**src/rtl/lsu_pkg.sv**
```systemverilog
// Shared types and size helpers for the load/store unit.
package lsu_pkg;

  typedef enum logic [1:0] {
    SZ_B = 2'b00,
    SZ_H = 2'b01,
    SZ_W = 2'b10,
    SZ_D = 2'b11
  } size_e;

  typedef enum logic [2:0] {
    IDLE,
    LOAD,
    RMW_READ,
    WRITE,
    RESP
  } state_e;

  function automatic logic [3:0] size_bytes(input size_e sz);
    return 4'd1 << sz;
  endfunction

  function automatic logic [2:0] align_mask(input size_e sz);
    return 3'(size_bytes(sz) - 4'd1);
  endfunction

endpackage

```
**src/rtl/load_store_unit_if.sv**
```systemverilog
// Request/response channel from the pipeline and the 64-bit data-memory port.
interface lsu_req_if;
  logic        req_valid;
  logic        req_ready;
  logic        req_store;
  logic [1:0]  req_size;
  logic        req_unsigned;
  logic [63:0] req_addr;
  logic [63:0] req_wdata;
  logic        rsp_valid;
  logic [63:0] rsp_rdata;
  logic        rsp_misaligned;

  modport master (
    output req_valid, req_store, req_size, req_unsigned, req_addr, req_wdata,
    input  req_ready, rsp_valid, rsp_rdata, rsp_misaligned
  );
  modport slave (
    input  req_valid, req_store, req_size, req_unsigned, req_addr, req_wdata,
    output req_ready, rsp_valid, rsp_rdata, rsp_misaligned
  );
endinterface

interface lsu_mem_if;
  logic [63:0] Mem_Addr;
  logic        MemRead;
  logic        MemWrite;
  logic [63:0] Write_Data;
  logic [63:0] Read_Data;

  modport master (
    output Mem_Addr, MemRead, MemWrite, Write_Data,
    input  Read_Data
  );
  modport slave (
    input  Mem_Addr, MemRead, MemWrite, Write_Data,
    output Read_Data
  );
endinterface

```
**src/rtl/lsu_data_align.sv**
```systemverilog
// Combinational byte lane handling: load extension (merge=0) or store byte merge (merge=1).
module lsu_data_align
  import lsu_pkg::*;
(
  input  size_e       size,
  input  logic        is_unsigned,
  input  logic        merge,
  input  logic [63:0] base,
  input  logic [63:0] wdata,
  output logic [63:0] data_out
);

  logic [6:0]  nbits;
  logic [63:0] keep;
  logic        sign;

  always_comb begin
    nbits = {size_bytes(size), 3'b000};
    keep  = (size == SZ_D) ? '1 : ((64'd1 << nbits) - 64'd1);
    sign  = base[6'(nbits - 7'd1)];
    if (merge) begin
      data_out = (base & ~keep) | (wdata & keep);
    end else begin
      data_out = (base & keep) | ((sign && !is_unsigned) ? ~keep : '0);
    end
  end

endmodule

```
**src/rtl/load_store_unit.sv**
```systemverilog
// Data-memory initiator: one load/store at a time, narrow stores done as read-modify-write.
module load_store_unit
  import lsu_pkg::*;
#(
  parameter int unsigned MEM_BYTES      = 64,
  parameter bit          MISALIGN_CHECK = 1'b1
) (
  input  logic      clk,
  input  logic      reset_n,
  lsu_req_if.slave  req,
  lsu_mem_if.master mem
);

  // Wrap-around is the memory's job; the size is only sanity-checked here.
  if (MEM_BYTES < 8 || (MEM_BYTES % 8) != 0) begin : g_bad_mem_bytes
    $error("load_store_unit: MEM_BYTES must be a non-zero multiple of 8");
  end

  state_e      state;
  size_e       size_q;
  logic        unsigned_q;
  logic [63:0] wdata_q;
  logic [63:0] load_data;
  logic [63:0] merge_data;
  size_e       req_sz;
  logic        misaligned;

  assign req_sz     = size_e'(req.req_size);
  assign misaligned = MISALIGN_CHECK && ((req.req_addr[2:0] & align_mask(req_sz)) != 3'b000);

  lsu_data_align u_load_align (
    .size       (size_q),
    .is_unsigned(unsigned_q),
    .merge      (1'b0),
    .base       (mem.Read_Data),
    .wdata      ('0),
    .data_out   (load_data)
  );

  lsu_data_align u_merge_align (
    .size       (size_q),
    .is_unsigned(1'b0),
    .merge      (1'b1),
    .base       (mem.Read_Data),
    .wdata      (wdata_q),
    .data_out   (merge_data)
  );

  always_ff @(posedge clk or negedge reset_n) begin
    if (!reset_n) begin
      state              <= IDLE;
      size_q             <= SZ_B;
      unsigned_q         <= 1'b0;
      wdata_q            <= '0;
      req.req_ready      <= 1'b1;
      req.rsp_valid      <= 1'b0;
      req.rsp_rdata      <= '0;
      req.rsp_misaligned <= 1'b0;
      mem.Mem_Addr       <= '0;
      mem.MemRead        <= 1'b0;
      mem.MemWrite       <= 1'b0;
      mem.Write_Data     <= '0;
    end else begin
      case (state)
        IDLE: begin
          if (req.req_valid) begin
            size_q        <= req_sz;
            unsigned_q    <= req.req_unsigned;
            wdata_q       <= req.req_wdata;
            mem.Mem_Addr  <= req.req_addr;
            req.req_ready <= 1'b0;
            req.rsp_rdata <= '0;
            if (misaligned) begin
              state              <= RESP;
              req.rsp_valid      <= 1'b1;
              req.rsp_misaligned <= 1'b1;
            end else if (!req.req_store) begin
              state       <= LOAD;
              mem.MemRead <= 1'b1;
            end else if (req_sz == SZ_D) begin
              state          <= WRITE;
              mem.MemWrite   <= 1'b1;
              mem.Write_Data <= req.req_wdata;
            end else begin
              state       <= RMW_READ;
              mem.MemRead <= 1'b1;
            end
          end
        end
        LOAD: begin
          state         <= RESP;
          mem.MemRead   <= 1'b0;
          req.rsp_valid <= 1'b1;
          req.rsp_rdata <= load_data;
        end
        RMW_READ: begin
          state          <= WRITE;
          mem.MemRead    <= 1'b0;
          mem.MemWrite   <= 1'b1;
          mem.Write_Data <= merge_data;
        end
        WRITE: begin
          state          <= RESP;
          mem.MemWrite   <= 1'b0;
          mem.Write_Data <= '0;
          req.rsp_valid  <= 1'b1;
        end
        RESP: begin
          state              <= IDLE;
          req.rsp_valid      <= 1'b0;
          req.rsp_misaligned <= 1'b0;
          mem.Mem_Addr       <= '0;
          req.req_ready      <= 1'b1;
        end
        default: state <= IDLE;
      endcase
    end
  end

endmodule

```
**src/flat_wrapper.sv**
```systemverilog
// flat-port wrapper written by rule: the top's interface ports become plain ports
module load_store_unit_flat import lsu_pkg::*;
#(
  parameter int unsigned MEM_BYTES      = 64,
  parameter bit          MISALIGN_CHECK = 1'b1
)
  (clk, reset_n, req_req_valid, req_req_store, req_req_size, req_req_unsigned, req_req_addr, req_req_wdata, req_req_ready, req_rsp_valid, req_rsp_rdata, req_rsp_misaligned, mem_Mem_Addr, mem_MemRead, mem_MemWrite, mem_Write_Data, mem_Read_Data);
  lsu_req_if req_i ();
  lsu_mem_if mem_i ();
  input  logic clk;
  input  logic reset_n;
  input wire logic [$bits(req_i.req_valid)-1:0] req_req_valid;
  input wire logic [$bits(req_i.req_store)-1:0] req_req_store;
  input wire logic [$bits(req_i.req_size)-1:0] req_req_size;
  input wire logic [$bits(req_i.req_unsigned)-1:0] req_req_unsigned;
  input wire logic [$bits(req_i.req_addr)-1:0] req_req_addr;
  input wire logic [$bits(req_i.req_wdata)-1:0] req_req_wdata;
  output wire logic [$bits(req_i.req_ready)-1:0] req_req_ready;
  output wire logic [$bits(req_i.rsp_valid)-1:0] req_rsp_valid;
  output wire logic [$bits(req_i.rsp_rdata)-1:0] req_rsp_rdata;
  output wire logic [$bits(req_i.rsp_misaligned)-1:0] req_rsp_misaligned;
  output wire logic [$bits(mem_i.Mem_Addr)-1:0] mem_Mem_Addr;
  output wire logic [$bits(mem_i.MemRead)-1:0] mem_MemRead;
  output wire logic [$bits(mem_i.MemWrite)-1:0] mem_MemWrite;
  output wire logic [$bits(mem_i.Write_Data)-1:0] mem_Write_Data;
  input wire logic [$bits(mem_i.Read_Data)-1:0] mem_Read_Data;
  assign req_i.req_valid = req_req_valid;
  assign req_i.req_store = req_req_store;
  assign req_i.req_size = req_req_size;
  assign req_i.req_unsigned = req_req_unsigned;
  assign req_i.req_addr = req_req_addr;
  assign req_i.req_wdata = req_req_wdata;
  assign req_req_ready = req_i.req_ready;
  assign req_rsp_valid = req_i.rsp_valid;
  assign req_rsp_rdata = req_i.rsp_rdata;
  assign req_rsp_misaligned = req_i.rsp_misaligned;
  assign mem_Mem_Addr = mem_i.Mem_Addr;
  assign mem_MemRead = mem_i.MemRead;
  assign mem_MemWrite = mem_i.MemWrite;
  assign mem_Write_Data = mem_i.Write_Data;
  assign mem_i.Read_Data = mem_Read_Data;
  load_store_unit #(.MEM_BYTES(MEM_BYTES), .MISALIGN_CHECK(MISALIGN_CHECK)) u_core (.clk(clk), .reset_n(reset_n), .req(req_i), .mem(mem_i));
endmodule
```
**config.mk**
```make
export PLATFORM = sky130hd
export DESIGN_NAME = load_store_unit_flat
export DESIGN_NICKNAME = d
export VERILOG_FILES = /design/src/rtl/lsu_pkg.sv /design/src/rtl/load_store_unit_if.sv /design/src/rtl/lsu_data_align.sv /design/src/rtl/load_store_unit.sv /design/src/flat_wrapper.sv
export SDC_FILE = /design/constraint.sdc
export NUM_CORES = 1
export LEC_CHECK = 0
export BUFFER_PORTS_ARGS = -buffer_cell sky130_fd_sc_hd__buf_2
export CELL_PAD_IN_SITES_DETAIL_PLACEMENT = 2
export CELL_PAD_IN_SITES_GLOBAL_PLACEMENT = 2
export CORE_ASPECT_RATIO = 0.5
export CORE_MARGIN = 2
export CORE_UTILIZATION = 31
export CTS_CLUSTER_DIAMETER = 200
export DETAILED_ROUTE_END_ITERATION = 12
export HOLD_SLACK_MARGIN = 0.08
export PLACE_DENSITY_LB_ADDON = 0.12
export SYNTH_ARGS = -nofsm -noshare
export SYNTH_HDL_FRONTEND = slang
export SYNTH_HIERARCHICAL = 1
export SYNTH_SLANG_ARGS = --single-unit
```
**constraint.sdc**
```tcl
create_clock -name clk -period 2.47 [get_ports clk]
set_input_delay 0.3705 -clock clk [delete_from_list [all_inputs] [get_ports clk]]
set_output_delay 0.3705 -clock clk [all_outputs]
set_load 0.02 [all_outputs]
```
==> summary.md, run 1 <==
| Metric | Value |
|---|---|
| VDD IR max | `0.0007713 V` |
| Layout Utilization | `0.4331` |
| Congestion Overflow GR | `0` |
| RSZ-0062 raised after global routing | `false` |
| Num rows | `54` |
| Largest net degree at the start of global routing | `96` |
| Max cap viols | `0` |
| Post-Synth Adder-Cell Area | `0` |
| Netlist cell types | `39` |
| Cts bufs inserted | `29` |
| Critical Path, Cell by Cell | `or4b_4, a2111o_2, and2_2, buf_4, o21ai_0` |
| EDFF count, synth | `0` |
| Critical path class | `reg -> reg` |
| Top cell type's share of synthesized area | `0.4802` |
| Initial antenna violation count | `6` |
| Number of global-route vias before repair | `16,490` |
| GPL Wtd Cong | `0.7729` |
| Area Growth Syn to Fin | `37.01%` |
| Number of remaining DRC errors | `0` |
| Measured slew at the worst slew-check pin | `1114 ps` |
| Post-Syn Area per Cell | `9.185 µm²` |
| Fmax | `427.0 MHz` |
| Hold depth | `3` |
| 1st-pass router iterations | `5` |
| Main combinational cell family by area after synthesis | `compound AO/OA/AOI/OAI gates` |
| Fillers | `4,796` |
| Starting density of the core | `0.3161` |
| Top-count cell post-synth | `nand2_1` |
| Critical Path RT | `2950 ps` |
| Status | `complete, no violations` |
| Die area | `46,520 µm²` |
| I/O Buffers | `395` |
| DR vias/cell | `5.369` |
| Setup TNS | `0 ps` |
| Clock skew | `12.92 ps` |
| LEAKAGE | `9.283 nW` |
| Worst hold slack | `138.5 ps` |
| DR iter-0 viols | `581` |
| DP HPWL | `38.63 mm` |
| Synth Warn # | `6` |
| Core box area | `43,850 µm²` |
| Wirelength, routed | `61.32 mm` |
| Chip Width | `303.0 µm` |
| Worst-path maximum fanout | `39` |
| First-pass GRT wire length | `96.10 mm` |
| ANT nets after route | `0` |
| WP data arrival | `2820 ps` |
| Most common flop cell mapped by yosys | `dfrtp_1` |
| Via count | `14,180` |
| Flop-to-flop setup slack | `130 ps` |
| CP max-delay cell | `or4b_4` |
| Max-slew violations | `0` |
| Startpoint types | `flop` |
| Period minus WS final | `2342 ps` |
| # setup viols final | `0` |
| Flops & latches, synth | `267` |
| CP delay by family, top | `compound AO/OA/AOI/OAI gates` |
| Htree depth | `1` |
| Max stage delay on crit path | `540 ps` |
| Wire length per cell | `23.22 µm` |
| Clk slew on worst S/H paths | `70 ps` |
| Total track usage | `0.2622` |
| Post-synthesis async set-or-reset flop share | `1.000` |
| Mux share of post-synthesis cell area | `0.04929` |
| Final Hold Fails | `0` |
| Ranking of synthesized cells by area | `dfrtp_1, nand2_1, a22o_1` |
| Simple logic cell fraction of the synthesized area | `0.1836` |
| Cell taking the most area after synthesis | `dfrtp_1` |
| Die height | `153.5 µm` |
| Reg2reg path depth | `5` |
| IO Count | `396` |
| Syn Std Cell Area | `13,860 µm²` |
| Worst Setup SP | `u_core/state[0]` |
| Crit share post-route | `0.9482` |
| Clock latency on the worst-skew pair | `580 ps` |
| Layout cell share with drive strength beyond 1 | `0.2568` |
| Reg2reg start | `u_core/state[0]` |
| NumNets Final | `2,224` |
| Slew Limit Headroom | `0.2557` |
| Post-Syn Instances | `1,509` |
| Synth Area in Compound Gates | `0.2303` |
| Worst r2r dst | `u_core/mem.Write_Data[63]` |
| CP Buf/Inv Count | `1` |
| Power per cell area | `1255 nW/µm²` |
| WHS Endpoint | `u_core/size_q[0]` |
| Post-synthesis sequential area ratio | `0.4821` |
| CTS Buffer Depth | `3` |
| Hold WC Path Type | `in -> reg` |
| Hold_sp | `req_req_size[0]` |
| Worst setup EP type | `flop` |
| CTS tree | `yes` |
| Clock root buffer | `clkbuf_16` |
| Synth Area in XOR/XNOR | `0.001896` |
| TritonCTS Sinks | `267` |
| Most frequent cells after synthesis | `nand2_1, dfrtp_1, a21oi_1` |
==> metrics by stage <==
stage	cells	power (mW)	area, µm²	setup slack (ps)
2_1_floorplan	1580	14.57	14130	319.2
3_3_place_gp	2451	18.13	16660	233.7
3_5_place_dp	2451	18.76	16660	9.725
4_1_cts	2636	23.77	18980	92.16
5_1_grt	2641	25.38	18990	23.47
6_report	2641	23.83	18990	128.0
==> worst max path at each step <==
| stage | endpoint | depth (start not counted) |
|---|---|---|
| finish | u_core/mem.Write_Data[63] | 5 |
| global route | u_core/mem.Write_Data[2] | 5 |
| CTS | u_core/mem.Write_Data[9] | 5 |
| detailed placement | u_core/req.rsp_rdata[33] | 4 |
| global placement | u_core/mem.Write_Data[0] | 5 |
| floorplan | u_core/mem.MemWrite | 8 |
==> layout make-up <==
cell class              instances  area, µm²  area share
diodes                          5      12.51   0.0006588
clock buffers                  37      815.8     0.04296
clock inverters                17      187.7    0.009883
inverters                       4      15.01   0.0007906
multi-input cells            1155       6785      0.3573
flip-flops and latches        267       6688      0.3522
well taps                     588      735.7     0.03874
repair buffers                568       3751      0.1975
==> where the power goes <==
group	switching, mW	internal, mW
clock network	2.05	2.66
logic	7.59	4.10
registers	1.24	6.19
==> kinds of logic after synthesis <==
| kind of cell | Yosys count |
|---|---|
| AOI/OAI and AO/OA | 462 |
| buffers and inverters | 158 |
| other | 2 |
| and+or+nand+nor | 551 |
| DFF | 267 |
| xor gates and xnor gates | 3 |
| muxes | 66 |
==> layout by cell type, fill, tap and decap left out, types with 11 or more instances in the layout <==
cell type,count
a211oi_1,30
a21oi_1,130
a22o_1,129
a31oi_1,33
a32oi_1,65
buf_12,11
buf_2,394
buf_4,31
clkbuf_16,29
conb_1,73
dfrtp_1,264
dlygate4sd3_1,131
mux2_2,18
mux2i_1,48
nand2_1,366
nand3_1,67
nor2b_1,33
nor3b_1,65
o21ai_0,13
o21ai_1,51
==> routing by layer <==
layer  part of all wire  global-route usage
met1               0.40              0.3055
met2               0.53              0.4889
met3              0.035             0.03815
met4              0.034             0.09031
met5            0.00021                   0
==> flip-flops by register name, summed over array words and instances (netlist names) <==
name and flops:
u_core/mem.Mem_Addr 64, u_core/mem.Write_Data 64, u_core/req.rsp_rdata 64, u_core/wdata_q 64, u_core/state 3, u_core/size_q 2, u_core/mem.MemRead 1, u_core/mem.MemWrite 1
u_core/req.req_ready 1, u_core/req.rsp_misaligned 1, u_core/req.rsp_valid 1, u_core/unsigned_q 1
==> worst register-to-register path, delay by kind of cell (launching register included) <==
kind	cells	cell delay, ps
AO/OA/AOI/OAI	2	770
flip-flops	1	480
AND/OR/NAND/NOR	2	730
buffers and inverters	1	270
==> what timing repair did <==
action / 4_1_cts / 5_1_grt
gates resized for setup: 1 / 2
hold buffers: 131 / 0
setup buffers: 0 / 0
endpoints found under the setup margin: 2 / 2
endpoints found under the hold margin: 186 / 0
Note: power is estimated with default switching activity, not from simulation.
==> inputs of run 2 (changes only) <==
BUFFER_PORTS_ARGS = -buffer_cell sky130_fd_sc_hd__clkbuf_2   (was -buffer_cell sky130_fd_sc_hd__buf_2)
GPL_TIMING_DRIVEN = 0   (was not set)
==> run 2 against run 1 <==
Power increased by 1.7%; count of clock-buffer cells in the layout rose by 2; sequential power is 1% lower; worst hold slack got worse by 1.5 ps; cell area grew 1.3%; non-clock buffer count is 115 higher; utilization rose by 0.56 points; sequential share of layout area down 0.47 points; combinational power increased by 6%; critical endpoint is now u_core/req.rsp_rdata[32]; largest power group unchanged.
==> summary.md, run 2 (synthesized netlist as in run 1, its figures left out) <==
| Metric | Value |
|---|---|
| Clock latency on the worst-skew pair | `580 ps (about the same)` |
| Measured slew at the worst slew-check pin | `782.9 ps (-331.1 ps)` |
| Wirelength, routed | `66.42 mm (+8.3%)` |
| Reg2reg start | `u_core/size_q[0]` |
| TritonCTS Sinks | `267 (unchanged)` |
| Worst hold slack | `137.0 ps (-1.526 ps)` |
| Worst Setup SP | `u_core/size_q[0]` |
| Max-slew violations | `0 (unchanged)` |
| Crit share post-route | `0.9993 (+0.05110)` |
| Startpoint types | `flop` |
| Via count | `14,630 (+3.2%)` |
| 1st-pass router iterations | `5 (unchanged)` |
| CP max-delay cell | `dfrtp_1` |
| Total track usage | `0.2830 (+0.02078)` |
| # setup viols final | `0 (unchanged)` |
| Congestion Overflow GR | `0 (unchanged)` |
| Power per cell area | `1260 nW/µm² (+0.44%)` |
| Power, Total | `24.24 mW (+1.7%)` |
| Commonest non-fill, non-tap cell in the layout | `clkbuf_2` |
| CTS tree | `yes` |
| Fillers | `4,898 (+2.1%)` |
| Largest net degree at the start of global routing | `103 (+7.3%)` |
| Number of remaining DRC errors | `0 (unchanged)` |
| Final Hold Fails | `0 (unchanged)` |
| Hold WC Path Type | `in -> reg` |
| RSZ-0062 raised after global routing | `false` |
| Chip Width | `303.0 µm (unchanged)` |
| Starting density of the core | `0.3161 (unchanged)` |
| DR vias/cell | `5.313 (-1.0%)` |
| Core box area | `43,850 µm² (unchanged)` |
| First-pass GRT wire length | `101.7 mm (+5.8%)` |
| CTS Buffer Depth | `3 (unchanged)` |
| Cts bufs inserted | `28 (-3.4%)` |
| Met3 global-route usage | `0.04267 (+0.004522)` |
| LEAKAGE | `9.440 nW (+1.7%)` |
| ANT nets after route | `0 (unchanged)` |
| Layout cell share with drive strength beyond 1 | `0.2540 (-0.002787)` |
| Die height | `153.5 µm (unchanged)` |
| M2 GR Usage | `0.5046 (+0.01573)` |
| WP data arrival | `2930 ps (+110 ps)` |
| Period minus WS final | `2468 ps (+126.2 ps)` |
| Most Used Layer, Global Route | `met2` |
| Wire length per cell | `24.13 µm (+3.9%)` |
| Grt met1 use | `0.3511 (+0.04562)` |
| DP HPWL | `44.35 mm (+15%)` |
| Die area | `46,520 µm² (unchanged)` |
| Number of global-route vias before repair | `16,450 (-0.26%)` |
| DR iter-0 viols | `676 (+16%)` |
| Initial antenna violation count | `3 (-3)` |
| Num rows | `54 (unchanged)` |
| Clk slew on worst S/H paths | `70 ps (about the same)` |
| Critical path class | `reg -> reg` |
| I/O Buffers | `395 (unchanged)` |
| Area Growth Syn to Fin | `38.77%` |
| Most frequent cells in the layout | `clkbuf_2, nand2_1, dfrtp_1` |
| Htree depth | `1 (unchanged)` |
| Worst setup EP type | `flop` |
| Clock skew | `16.62 ps (+3.697 ps)` |
| GPL Wtd Cong | `0.7980 (+3.2%)` |
| Slew Limit Headroom | `0.4781 (+0.2224)` |
| Clock root buffer | `clkbuf_16` |
| VDD IR max | `0.0005247 V (-32%)` |
| Max stage delay on crit path | `680 ps (+140 ps)` |
| Fmax | `405.1 MHz (-5.1%)` |
| Critical Path, Cell by Cell | `mux2_2, a21oi_2, buf_4, a32oi_1, a22o_1` |
| IO Count | `396 (unchanged)` |
| Worst-path maximum fanout | `11 (-72%)` |
| NumNets Final | `2,338 (+5.1%)` |
| Max cap viols | `0 (unchanged)` |
| Status | `complete, no violations` |
| Critical Path RT | `2930 ps (-20 ps)` |
| Hold_sp | `req_req_size[1]` |
run 2: repair_timing:
action                                 CTS  global route
gates resized for setup                 18            22
setup endpoints to repair              259            86
endpoints found under the hold margin  209             0
hold buffers                           130             0
pin swaps                                1             1
buffers inserted                         1             1
run 2: worst paths after layout:
path / slack, ps / depth (start not counted) / end
max: 2 / 5 / u_core/req.rsp_rdata[32]
min reg2reg: 480 / 2 / u_core/wdata_q[58]
min in group asynchronous: 370 / 2 / u_core/mem.Mem_Addr[25]
max in group asynchronous: 1090 / 3 / u_core/mem.Write_Data[43]
min: 140 / 3 / u_core/size_q[1]
max reg2reg: 2 / 5 / u_core/req.rsp_rdata[32]
run 2: power breakdown:
group | total [mW] | internal [mW] | switching [mW] | leakage, nW
Sequential | 7.35 | 6.18 | 1.17 | 3.40
Combinational | 12.4 | 4.17 | 8.19 | 5.57
Clock | 4.53 | 2.48 | 2.05 | 0.469
Total | 24.2 | 12.8 | 11.4 | 9.44
run 2: layout make-up:
class,instances,area [µm²],area share
Buffer,153,748.2,0.03890
Sequential cell,267,6683,0.3474
Timing Repair Buffer,530,3372,0.1753
Tap cell,588,735.7,0.03825
Clock inverter,13,130.1,0.006765
Multi-Input combinational cell,1155,6739,0.3504
Inverter,4,15.01,0.0007806
Clock buffer,39,802.0,0.04170
Antenna cell,4,10.01,0.0005204
run 2: metrics by stage:
step	instances	util	setup WS [ps]	setup TNS [ps]	area, µm²
2_1_floorplan	1580	-	319.2	0	14130
3_3_place_gp	2563	0.3840	-5089	-1485280	16840
3_5_place_dp	2566	0.3859	-1275	-129250	16920
4_1_cts	2748	0.4379	9.429	0	19200
5_1_grt	2752	0.4386	0.02309	0	19230
6_report	2753	0.4387	1.773	0	19230
run 2: worst max-delay path: cells and delay by family, from the launching register on:
family,cells,cell delay (ps)
buf+inv,1,290
flops,1,680
mux,1,430
compound gates,3,950
run 2: per-layer routing:
layer,wire [µm],part of all wire,up-vias
met5,0,0,-
met4,2073,0.031,0
met3,2563,0.039,108
met2,34170,0.51,317
met1,27610,0.42,7572
li1,-,-,6629
